`config.mk`:
```
export PLATFORM = sky130hd
export DESIGN_NAME = kbd_char_sequencer
export DESIGN_NICKNAME = d
export VERILOG_FILES = /design/src/rtl/kbd_char_sequencer.sv
export SDC_FILE = /design/constraint.sdc
export NUM_CORES = 1
export LEC_CHECK = 0
export ABC_AREA = 1
export BUFFER_PORTS_ARGS = -buffer_cell sky130_fd_sc_hd__buf_2
export CORE_AREA = 2 2 209 211
export DETAILED_ROUTE_END_ITERATION = 8
export DIE_AREA = 0 0 211 213
export SLEW_MARGIN = 40
export SYNTH_ARGS = -nofsm -noshare
export SYNTH_HDL_FRONTEND = slang
export SYNTH_SLANG_ARGS = --single-unit
```
`constraint.sdc`:
```
create_clock -name clk -period 5.8 [get_ports clk]
set_input_delay 0.87 -clock clk [delete_from_list [all_inputs] [get_ports clk]]
set_output_delay 0.87 -clock clk [all_outputs]
set_load 0.01 [all_outputs]
```
`src/rtl/kbd_char_sequencer.sv`:
```
// Converts KeyboardDecoder make/break events into 7-bit ASCII, tracks Caps Lock,
// and buffers characters in a FIFO exposed as a valid/ready stream.
module kbd_char_sequencer #(
  parameter int unsigned DEPTH     = 8,
  parameter bit          REPEAT_EN = 1'b0
) (
  input  logic                    clk,
  input  logic                    rst_n,
  input  logic                    i_key_valid,
  input  logic [8:0]              i_last_change,
  input  logic [511:0]            i_key_down,
  input  logic                    i_char_ready,
  output logic                    o_char_valid,
  output logic [6:0]              o_char_data,
  output logic                    o_caps_state,
  output logic [$clog2(DEPTH):0]  o_fifo_count,
  output logic                    o_overflow
);

  localparam int unsigned AW = $clog2(DEPTH);
  localparam int unsigned CW = AW + 1;

  localparam logic [8:0] SC_CAPS   = 9'h058;
  localparam logic [8:0] SC_LSHIFT = 9'h012;
  localparam logic [8:0] SC_RSHIFT = 9'h059;
  localparam logic [8:0] SC_SPACE  = 9'h029;
  localparam logic [8:0] SC_ENTER  = 9'h05A;

  logic          r_s1_vld;
  logic [8:0]    r_s1_code;
  logic          r_s1_press;
  logic          r_caps;
  logic [8:0]    r_last_make;
  logic          r_last_vld;
  logic [6:0]    r_mem [DEPTH];
  logic [AW-1:0] r_wr_ptr;
  logic [AW-1:0] r_rd_ptr;
  logic [CW-1:0] r_count;
  logic          r_valid;
  logic          r_overflow;

  logic          w_letter_vld;
  logic [4:0]    w_letter_idx;
  logic          w_shift;
  logic          w_repeat;
  logic          w_make;
  logic          w_break;
  logic          w_caps_tgl;
  logic          w_push;
  logic [6:0]    w_push_data;
  logic          w_pop;
  logic          w_full;
  logic          w_wr;
  logic [CW-1:0] w_count_nxt;

  // Stage 1: capture the event and whether it was a press
  always_ff @(posedge clk or negedge rst_n) begin
    if (!rst_n) begin
      r_s1_vld   <= 1'b0;
      r_s1_code  <= '0;
      r_s1_press <= 1'b0;
    end else begin
      r_s1_vld <= i_key_valid;
      if (i_key_valid) begin
        r_s1_code  <= i_last_change;
        r_s1_press <= i_key_down[i_last_change];
      end
    end
  end

  always_comb begin
    w_letter_vld = 1'b1;
    w_letter_idx = 5'd0;
    case (r_s1_code)
      9'h01C: w_letter_idx = 5'd0;
      9'h032: w_letter_idx = 5'd1;
      9'h021: w_letter_idx = 5'd2;
      9'h023: w_letter_idx = 5'd3;
      9'h024: w_letter_idx = 5'd4;
      9'h02B: w_letter_idx = 5'd5;
      9'h034: w_letter_idx = 5'd6;
      9'h033: w_letter_idx = 5'd7;
      9'h043: w_letter_idx = 5'd8;
      9'h03B: w_letter_idx = 5'd9;
      9'h042: w_letter_idx = 5'd10;
      9'h04B: w_letter_idx = 5'd11;
      9'h03A: w_letter_idx = 5'd12;
      9'h031: w_letter_idx = 5'd13;
      9'h044: w_letter_idx = 5'd14;
      9'h04D: w_letter_idx = 5'd15;
      9'h015: w_letter_idx = 5'd16;
      9'h02D: w_letter_idx = 5'd17;
      9'h01B: w_letter_idx = 5'd18;
      9'h02C: w_letter_idx = 5'd19;
      9'h03C: w_letter_idx = 5'd20;
      9'h02A: w_letter_idx = 5'd21;
      9'h01D: w_letter_idx = 5'd22;
      9'h022: w_letter_idx = 5'd23;
      9'h035: w_letter_idx = 5'd24;
      9'h01A: w_letter_idx = 5'd25;
      default: w_letter_vld = 1'b0;
    endcase
  end

  // Stage 2: classify the registered event; repeats of the last make are ignored
  always_comb begin
    w_shift     = i_key_down[SC_LSHIFT] | i_key_down[SC_RSHIFT];
    w_repeat    = !REPEAT_EN && r_last_vld && (r_last_make == r_s1_code);
    w_make      = r_s1_vld && r_s1_press && !w_repeat;
    w_break     = r_s1_vld && !r_s1_press;
    w_caps_tgl  = w_make && (r_s1_code == SC_CAPS);
    w_push      = 1'b0;
    w_push_data = 7'd0;
    if (w_make) begin
      if (w_letter_vld) begin
        w_push      = 1'b1;
        w_push_data = ((r_caps ^ w_shift) ? 7'd65 : 7'd97) + 7'(w_letter_idx);
      end else if (r_s1_code == SC_SPACE) begin
        w_push      = 1'b1;
        w_push_data = 7'd32;
      end else if (r_s1_code == SC_ENTER) begin
        w_push      = 1'b1;
        w_push_data = 7'd13;
      end
    end
  end

  always_ff @(posedge clk or negedge rst_n) begin
    if (!rst_n) begin
      r_caps      <= 1'b0;
      r_last_make <= '0;
      r_last_vld  <= 1'b0;
    end else begin
      if (w_caps_tgl) r_caps <= ~r_caps;
      if (w_make) begin
        r_last_make <= r_s1_code;
        r_last_vld  <= 1'b1;
      end else if (w_break && r_last_vld && (r_last_make == r_s1_code)) begin
        r_last_vld <= 1'b0;
      end
    end
  end

  // FIFO: a push while full is only accepted when a pop frees the slot
  always_comb begin
    w_pop       = r_valid && i_char_ready;
    w_full      = (r_count == CW'(DEPTH));
    w_wr        = w_push && (!w_full || w_pop);
    w_count_nxt = r_count;
    if (w_wr && !w_pop)      w_count_nxt = r_count + CW'(1);
    else if (!w_wr && w_pop) w_count_nxt = r_count - CW'(1);
  end

  always_ff @(posedge clk or negedge rst_n) begin
    if (!rst_n) begin
      for (int i = 0; i < int'(DEPTH); i++) r_mem[i] <= '0;
      r_wr_ptr   <= '0;
      r_rd_ptr   <= '0;
      r_count    <= '0;
      r_valid    <= 1'b0;
      r_overflow <= 1'b0;
    end else begin
      if (w_wr) begin
        r_mem[r_wr_ptr] <= w_push_data;
        r_wr_ptr        <= r_wr_ptr + AW'(1);
      end
      if (w_pop) r_rd_ptr <= r_rd_ptr + AW'(1);
      r_count <= w_count_nxt;
      r_valid <= (w_count_nxt != '0);
      if (w_push && w_full && !w_pop) r_overflow <= 1'b1;
    end
  end

  assign o_char_valid = r_valid;
  assign o_char_data  = r_mem[r_rd_ptr];
  assign o_caps_state = r_caps;
  assign o_fifo_count = r_count;
  assign o_overflow   = r_overflow;

endmodule

```
==> results.txt <==
----------------------------------------------------
[Logic synthesis]
  Share of the synthesized netlist area taken by xor and xnor gates ... between 1 and 1.5%
  Area share of and/or/nand/nor cells after synthesis ... 59.2%
  Syn Inst Count ... 1762
  Part of the Yosys area used for sequential elements ... a little under a quarter
  Post-Synthesis Mean Instance Area ... 5.53 sq um
  Ys flop type ... dfrtp_1
  Number of storage elements in the synthesis netlist ... 90
  Largest cells by area after synthesis ... nand2_1 (27%), nand3_1 (26%), dfrtp_1 (23%)
  Area of the mapped netlist ... 9750 sq um
  Compound-Gate Fraction of Synth Area ... 7.95%
  Yosys warnings ... 0
  Cell type with the highest aggregate area in the netlist ... nand2_1
  Post-Synth Adder-Cell Area ... 0.642%
  Main combinational cell family by area after synthesis ... simple AND/OR/NAND/NOR gates
  Multiplexer share of the synthesized area ... 0%
  Top-area cell type share of the netlist area ... 26.9%
  Number of enable-type register cells in the synthesized netlist ... 0
  Yosys cell types ... 39
  Share of synthesized flip-flops with an asynchronous set or reset ... 100%
  Post-synthesis net count ... 2292

[Global routing]
  Overflow left after global routing ... 0
  Pin count of the biggest net entering global routing ... 192
  Total GRT Usage ... approximately 22%
  Number of global-route vias before repair ... 13033
  First-pass GRT wire length ... ~75 mm
  Initial antenna violation count ... 9

[Floorplan]
  Top-level port count ... 539
  Die span in x ... 211 microns
  Core Rows ... 76
  Floorplan die height ... 213 microns
  Initial Util ... 22.8%
  Core box area ... 42700 sq um
  Die footprint ... 44900 sq um

[Critical path]
  Startpoint types ... primary input
  Critical path start-end classification ... in -> reg
  CP max FO ... about 190
  Delay contributed by the slowest stage of the critical path ... 0.63 ns
  Slowest stage cell, crit path ... buf_4
  Arrival time worst endpoint ... 3.81 ns
  CP top delay family ... buffers and inverters
  Most repeated library cell on the critical path ... nand3_1
  List of cells traversed by the critical path ... clkbuf_16 > inv_12 > buf_4 > nand2_1 > nand3_1 > nand3_1 > nand3_1 > nand3_1 > a21o_1 > nand3_1 > nand3_1 > nand2_1 > nand2_1 > nand3_1
  Worst setup EP type ... flip-flop
  Crit path buf inv count ... 3
  Required time of the critical path ... 6.09 ns
  Worst reg2reg setup slack ... roughly 3.2 ns

[STA]
  Final hold viol count ... 0
  Clock tree skew after final layout ... 0.00719 ns
  Unrepaired setup endpoints after global routing ... no
  Final WS setup ... 2.28 ns
  Fin crit period ... ~3.5 ns
  Final Max Tran Viols ... 0
  Transition time at the pin with the least slew margin ... between 0.9 and 1 ns
  Worst-case headroom to the max-slew limit ... 35.5%
  Number of setup violations in the final report ... 0
  TNS Setup ... 0 ns
  Maximum clock frequency ... 284 MHz
  Ratio of final minimum period to clock period ... 60.7%

[CTS]
  Post-CTS clock slew at the launch and capture registers of the worst setup and hold paths ... approximately 0.070 ns
  TritonCTS Buffers ... 9
  CTS resizes ... 0
  Clk Latency, worst-skew pair ... 0.35 ns
  TritonCTS clock tree ... done
  Count of H-tree levels built during CTS ... 3
  TritonCTS Sinks ... 90
  Number of setup buffers added after CTS ... 0
  Maximum clock path buffer count ... 2
  Number of hold buffers added after cts ... 0
  Clock root buffer ... clkbuf_16

[Power and ir drop]
  Pwr/cell area ... roughly 200 nW/um^2
  Power dissipated by switching net loads ... 1.13 mW
  Total internal power ... 1.49 mW
  Peak ir drop on the vdd network ... 0.126 mV
  Sequential fraction of design power ... 31.0%
  Total power draw ... 2.61 mW
  Reported leakage power ... between 6 and 7 nW
  Clock group share of total power ... 22.1%
  Relative contribution of combinational cells to total power ... 46.8%
  Switching power as a share of total power ... around 43%

[Placement]
  DP Wirelength ... 39.1 mm
  Number of buffer cells added on primary ports ... 538
  Gp weighted congestion ... 0.969
  Worst-case setup slack after placement ... 1.99 ns
  Cell area after placement ... around 13000 sq um

[Finish]
  Net count reported at finish ... 2723
  Area added between synthesis and finish ... 33.5%
  Finished layout cell area ... 13000 sq um
  Total of fill cells in the finished design ... about 4900
  Layout cells sized above 1 ... ~28%

[Hold path]
  Tightest Hold Check Type ... in -> async

[Routing]
  Post-DR vias/cell ... around 5
  Residual antenna-violating net count after detailed routing ... 0
  Number of remaining DRC errors ... 0
  Total number of vias ... between 10000 and 15000
  Wire length per cell ... 18.4 microns
  First DRT Iteration DRCs ... around 1100
  Total wire length after detailed routing ... 50.5 mm
  Drt pass-1 iters ... 5

[Flow run]
  Number of max-cap violations ... 0

[Run status]
  Result of the run ... finished clean

----------------------------------------------------
[cell usage after synthesis, types with 2 or more instances]
| master | count |
|---|---|
| clkbuf_1 | 74 |
| nand4_1 | 3 |
| o21ai_0 | 77 |
| xnor2_1 | 5 |
| ha_1 | 5 |
| nand3_2 | 3 |
| nand3_1 | 502 |
| clkinv_1 | 2 |
| o21ai_1 | 39 |
| nand2_4 | 3 |
| buf_2 | 13 |
| nor2_4 | 3 |
| a21o_1 | 2 |
| nor2_2 | 5 |
| nor2_1 | 87 |
| nand2_1 | 698 |
| buf_6 | 7 |
| buf_1 | 33 |
| nand2_2 | 9 |
| nor3_1 | 2 |
| xor2_1 | 11 |
| o22ai_1 | 8 |
| or2_2 | 2 |
| a21oi_1 | 5 |
| inv_1 | 45 |
| inv_2 | 6 |
| dfrtp_1 | 90 |
| o21ai_2 | 6 |
| a31oi_1 | 7 |
[per-layer routing]
metal,up-vias,GRT usage (%),wire length [microns],part of all wire (%)
met5,-,0,22,0.044
met4,4,5.66,1260,2.5
met3,60,3.63,3610,7.2
met2,592,36.8,23500,47
met1,6146,28.7,22100,44
li1,6682,-,-,-
[cell usage in the layout (no fill, tap or decap), drive strengths merged, types with 2 or more instances in the layout]
cell / instances
xor2: 11
buf: 547
nor2: 96
a21o: 2
nand4: 3
nor3: 3
a31oi: 7
a21oi: 5
diode: 5
o21ai: 122
or2: 4
clkinv: 4
dfrtp: 90
clkbuf: 13
o22ai: 8
ha: 5
xnor2: 5
nand2: 710
inv: 53
nand3: 506
[area by class of cell]
cell class                 instances  area [sq um]  share of cell area (%)
multi-input combinational       1491          6740                    51.8
timing repair buffer             548          2820                    21.6
sequential                        90          2250                    17.3
tap                              546           683                    5.25
clock buffer                      12           256                    1.97
inverter                          53           214                    1.64
clock inverter                     4          33.8                   0.260
antenna                            5          12.5                  0.0961
[flip-flops by register name, indices dropped and copies added, names as in the netlist]
signal	cells
r_s1_press	1
o_fifo_count	4
r_s1_vld	1
r_s1_code	9
r_rd_ptr	3
o_char_valid	1
o_caps_state	1
r_last_vld	1
r_mem	56
r_wr_ptr	3
o_overflow	1
r_last_make	9
[power groups by stage]
stage,clock network (mW),logic [mW],registers [mW]
floorplan,0,0.765,0.768
global placement,0,1.21,0.816
detailed placement,0,1.23,0.820
CTS,0.598,1.23,0.808
global route,0.622,1.38,0.825
finish,0.579,1.23,0.811
[per-stage QoR]
step | utilization (%) | instances | hold slack [ns]
after floorplan | - | 1762 | 0.442
after global placement | 29.7 | 2728 | 0.457
after detailed placement | 29.8 | 2728 | 0.463
after CTS | 30.4 | 2744 | 0.461
after global routing | 30.5 | 2746 | 0.486
final | 30.5 | 2749 | 0.452
[worst paths after layout]
check | startpoint | to | cells past startpoint
setup / recovery | i_last_change[0] | r_s1_press | 14
hold / removal | rst_n | r_mem[31] | 1
setup reg to reg | r_s1_code[1] | r_mem[51] | 12
hold reg to reg | r_mem[48] | r_mem[48] | 2
max in group asynchronous | rst_n | r_s1_code[2] | 2
min in group clk | r_mem[48] | r_mem[48] | 2
[kinds of logic (layout without fill, tap and decap cells)]
group,count (synthesis),in the layout
simple gates,1325,1325
buf+inv,181,617
compound gates,145,145
flops,90,90
xor+xnor,16,16
fa+ha+maj,5,5
other cells,0,5
(Power assumes the default switching activity.)
